## src/rtl/imem_loader.sv

```systemverilog
// imem_loader: boot loader that turns a byte stream into 32-bit instruction
// words, writes them to instruction memory, then releases the core.
// Ports: clk/arst_n (async active-low reset); start/num_words/halt control;
// s_valid/s_data/s_ready byte stream; addr_ext/wen_ext/ren_ext/wdata_ext
// memory write port; cpu_enable core release; busy/done/error status.
// Optional macro IMEM_LOADER_CHECKSUM_EN adds a CHECK state that compares a
// trailing little-endian 32-bit sum of the loaded words, plus the csum port.
module imem_loader #(
  parameter logic [63:0] BASE_ADDR = 64'd0,
  parameter int MAX_WORDS = 512,
  parameter int CNT_W = 16
) (
  input  logic             clk,
  input  logic             arst_n,
  input  logic             start,
  input  logic [CNT_W-1:0] num_words,
  input  logic             halt,
  input  logic             s_valid,
  input  logic [7:0]       s_data,
  output logic             s_ready,
  output logic [63:0]      addr_ext,
  output logic             wen_ext,
  output logic             ren_ext,
  output logic [31:0]      wdata_ext,
  output logic             cpu_enable,
  output logic             busy,
  output logic             done,
  output logic             error
`ifdef IMEM_LOADER_CHECKSUM_EN
  ,
  output logic [31:0]      csum
`endif
);
`ifdef IMEM_LOADER_CHECKSUM_EN
  typedef enum logic [2:0] {IDLE, COLLECT, WRITE, RUN, ERR, CHECK} state_t;
`else
  typedef enum logic [2:0] {IDLE, COLLECT, WRITE, RUN, ERR} state_t;
`endif
  state_t state, state_n;
  logic [1:0] byte_idx;
  logic [CNT_W-1:0] word_cnt, num_lat, word_cnt_inc;
  // bytes 0..2 of the word in flight; byte 3 arrives directly from s_data
  logic [23:0] shreg;
  logic load_ok, hs, last_byte, accept;
  assign load_ok = num_words != '0 && 32'(num_words) <= 32'(MAX_WORDS);
  assign hs = s_valid && s_ready;
  assign last_byte = hs && byte_idx == 2'd3;
  assign word_cnt_inc = word_cnt + CNT_W'(1);
  assign accept = start && load_ok && (state == IDLE || state == ERR || (state == RUN && !halt));
  always_comb begin
    state_n = state;
    case (state)
      IDLE, ERR: state_n = start ? (load_ok ? COLLECT : ERR) : state;
      RUN:       state_n = halt ? IDLE : start ? (load_ok ? COLLECT : ERR) : RUN;
      COLLECT:   state_n = last_byte ? WRITE : COLLECT;
`ifdef IMEM_LOADER_CHECKSUM_EN
      WRITE:     state_n = word_cnt_inc == num_lat ? CHECK : COLLECT;
      CHECK:     state_n = last_byte ? ({s_data, shreg} == csum ? RUN : ERR) : CHECK;
`else
      WRITE:     state_n = word_cnt_inc == num_lat ? RUN : COLLECT;
`endif
      default:   state_n = IDLE;
    endcase
  end
  // all status outputs decode the state register, so none has an input path
`ifdef IMEM_LOADER_CHECKSUM_EN
  assign s_ready = state == COLLECT || state == CHECK;
  assign busy = state == COLLECT || state == WRITE || state == CHECK;
`else
  assign s_ready = state == COLLECT;
  assign busy = state == COLLECT || state == WRITE;
`endif
  assign wen_ext = state == WRITE;
  assign ren_ext = 1'b0;
  assign cpu_enable = state == RUN;
  assign error = state == ERR;
  always_ff @(posedge clk or negedge arst_n) begin
    if (!arst_n) begin
      state <= IDLE;
      byte_idx <= '0;
      word_cnt <= '0;
      num_lat <= '0;
      shreg <= '0;
      addr_ext <= '0;
      wdata_ext <= '0;
      done <= 1'b0;
`ifdef IMEM_LOADER_CHECKSUM_EN
      csum <= '0;
`endif
    end else begin
      state <= state_n;
      done <= state_n == RUN && state != RUN;
      if (hs) begin
        shreg <= {s_data, shreg[23:8]};
        byte_idx <= byte_idx + 2'd1;
      end
      if (state == COLLECT && last_byte) begin
        wdata_ext <= {s_data, shreg};
        addr_ext <= BASE_ADDR + 64'({word_cnt, 2'b00});
      end
      if (state == WRITE) word_cnt <= word_cnt_inc;
`ifdef IMEM_LOADER_CHECKSUM_EN
      if (state == WRITE) csum <= csum + wdata_ext;
      if (accept) csum <= '0;
`endif
      if (accept) begin
        num_lat <= num_words;
        word_cnt <= '0;
        byte_idx <= '0;
      end
    end
  end
endmodule

```

## config.mk

```make
export PLATFORM = sky130hd
export DESIGN_NAME = imem_loader
export DESIGN_NICKNAME = d
export VERILOG_FILES = /design/src/rtl/imem_loader.sv
export SDC_FILE = /design/constraint.sdc
export NUM_CORES = 1
export LEC_CHECK = 0
export CAP_MARGIN = 5
export CORE_MARGIN = 5
export CORE_UTILIZATION = 63
export CTS_BUF_LIST = sky130_fd_sc_hd__clkbuf_8 sky130_fd_sc_hd__clkbuf_16
export CTS_CLUSTER_DIAMETER = 30
export DETAILED_ROUTE_END_ITERATION = 8
export DONT_BUFFER_PORTS = 1
export PLACE_DENSITY_LB_ADDON = 0.12
export SYNTH_ARGS = -nofsm -noshare
export SYNTH_HDL_FRONTEND = slang
export SYNTH_SLANG_ARGS = --single-unit
```

## constraint.sdc

```tcl
create_clock -name clk -period 2.65 [get_ports clk]
set_input_delay 0.3975 -clock clk [delete_from_list [all_inputs] [get_ports clk]]
set_output_delay 0.3975 -clock clk [all_outputs]
set_load 0.01 [all_outputs]
```

==> results.json <==
{
  "run_status": "finished with violations",
  "violations": "negative hold slack",
  "synth_top_cell_by_area": "dfrtp_1",
  "fin_setup_tns_ps": 0,
  "rows": 33,
  "post_cts_resized": 0,
  "cts.sink_count": 110,
  "cp.required_ps": 2250,
  "design_area_mm2": 0.00540,
  "syn_inst": 434,
  "grt_max_degree": 111,
  "p_per_area_mw_per_mm2": 890,
  "dp_hpwl_mm": 6.53,
  "die_h_um": 102,
  "antenna_found_initial": 0,
  "core_area_mm2": 0.00822,
  "timing.critical_path.cells": "or3b_1, clkinv_2, or2_2",
  "syn_area_mm2": 0.00533,
  "grt_pass1_wl_mm": 14.5,
  "first_global_vias": 2840,
  "setup.worst_path.end_class": "output port",
  "min_period_ps": 2180,
  "gr-usage-all-layers_pct": 17.9,
  "synth_cell_types": 55,
  "post_drt_wl_per_cell_um": 16.7,
  "finalSetupViolCount": 0,
  "cap_viol_max_count": 0,
  "synth_most_common_cell": "dfrtp_1",
  "placed_area_mm2": 0.00518,
  "antenna_left": 0,
  "leakagePower_nw": 2.51,
  "crit_path_max_incr_delay_ps": 430,
  "wl_mm": 8.95,
  "n_antenna_cell": 0,
  "die_w_um": 102,
  "ios": 132,
  "fin_util_pct": 65.7,
  "startpoint": "state[1]",
  "area_delta_synth_final_pct": 1.41,
  "cts.path.max_buffers": 2,
  "dr_total_vias": 2960,
  "critical_path_class": "flip-flop to output port",
  "cts_setup_buffers": 0,
  "rr_startpoint": "word_cnt[0]",
  "cts-htree-levels": 3,
  "final_nets": 458,
  "synth_edf_count": 0,
  "synth_top_area_share_pct": 51.7,
  "insertion_delay_ps": 360,
  "syn_area_per_cell_um2": 12.3,
  "gp_congestion": 0.834,
  "drt_first_pass_iters": 4,
  "synth-seq-cells": 110,
  "cts_root_buf": "clkbuf_8",
  "drc": 0,
  "yosysSeqAreaShare_pct": 51.7,
  "fp.dieArea_mm2": 0.0104,
  "synthArstFlopShare_pct": 100,
  "total_power_w": 0.00481,
  "crit_arrival_ps": 1780,
  "max_freq_mhz": 458,
  "hold_viol_final": 110,
  "synth_common_cells": "dfrtp_1 (110), mux2_2 (82), buf_4 (54)",
  "numPortBuffers": 0,
  "cts_tree": "built",
  "skew_ps": 11.8,
  "min_path_type": "primary input to asynchronous set/reset pin",
  "routed_via_density": 5.51,
  "tightestPinTransition_ps": 498,
  "ys_top_cells_by_area": "dfrtp_1 (52%), mux2_2 (17%), buf_4 (7.6%)",
  "cp_slowest_cell": "dfrtp_1",
  "crit_fanout": 10,
  "slew_headroom_pct": 66.6,
  "initial_core_util_pct": 64.8,
  "start_kind": "flip-flop",
  "clkTransAtPathRegs_ps": 110,
  "cts_buffers": 9,
  "drv_slew": 0,
  "grt_setup_unrepaired": "no",
  "fin_hold_ws_ps": -284,
  "grt.overflow.total": 0,
  "synth-main-ff-cell": "dfrtp_1",
  "ir_drop_v": 0.000499,
  "initialDrtViolationCount": 110,
  "yosys_warnings": 0,
  "min_period_over_period_pct": 82.3,
  "drive_gt1_share_pct": 27.3
}
[through the flow]
step           cells  setup slack (ps)  hold slack (ps)
2_1_floorplan    482               660              102
5_1_grt          537               358             -322
4_1_cts          537               448             -302
3_5_place_dp     521               509              104
6_report         537               468             -284
3_3_place_gp     521               572              105
[layer usage]
layer  global-route usage, %  vias to the layer above  share of wire (%)
li1                        -                     1372                  -
met1                    24.6                     1482                 43
met2                    27.7                       98                 47
met3                    6.01                        8                9.8
met4                    4.54                        0               0.87
met5                       0                        -                  0
[worst max-delay path, delay by kind of cell, from the launching register on]
kind	cells	cell delay (ps)
buffers and inverters	1	270
DFF	1	430
and+or+nand+nor	2	730
[path summary, 6_finish.rpt]
check                      cells after the start            to  slack, ps
setup / recovery                               3          busy        470
hold / removal                                 0    num_lat[0]       -280
setup reg to reg                               7      state[1]        550
hold reg to reg                                1  wdata_ext[5]        510
max in group asynchronous                      0   word_cnt[8]       2760
min in group clk                               1     shreg[16]        170
[where the power goes]
| part | internal, W | total [W] | switching (W) |
|---|---|---|---|
| logic | 0.000584 | 0.000978 | 0.000393 |
| clock network | 0.000462 | 0.00105 | 0.000585 |
| registers | 0.00220 | 0.00278 | 0.000579 |
| total | 0.00325 | 0.00481 | 0.00156 |
[registers in the layout (all words and copies together) (netlist names)]
signal,cells
shreg,24
num_lat,16
word_cnt,16
wdata_ext,32
state,3
byte_idx,2
done,1
addr_ext,16
[layout by cell type (no fill, tap or decap), types with 2 or more instances in the layout]
master and n:
dfrtp_1 110, mux2_2 82, conb_1 49, nor2_1 33, xnor2_1 24, xor2_1 14, nand2_1 12, nand3_1 10
clkbuf_8 9, nor2b_1 6, buf_4 6, nor3_1 5, a21oi_1 5, o21ai_0 4, and2_1 3, and3_1 3
nand4_1 3, nor3_2 3, mux2_1 3, inv_1 2, nor4_1 2, nand4b_1 2, o22ai_1 2, a31oi_1 2
mux2i_1 2, ha_1 2, clkinv_8 2
[kinds of logic (layout without fill, tap and decap cells)]
group           count (synthesis)  in the layout  synth area share [%]
other cells                     1             49                0.0704
buf+inv                        74             24                  9.61
simple gates                   98             98                  10.6
flops                         110            110                  51.7
mux                            87             87                  18.3
compound gates                 24             24                  3.01
fa+ha+maj                       2              2                 0.470
xor+xnor                       38             38                  6.25
[cell type report]
type / count / area [um^2]
Clock inverter: 7 / 95.1
Timing Repair Buffer: 6 / 45.0
Inverter: 2 / 8.76
Tap cell: 105 / 131
Multi-Input combinational cell: 298 / 2240
Clock buffer: 9 / 124
Fill cell: 635 / 2820
Sequential cell: 110 / 2750
Power figures use the tool's default switching activity.
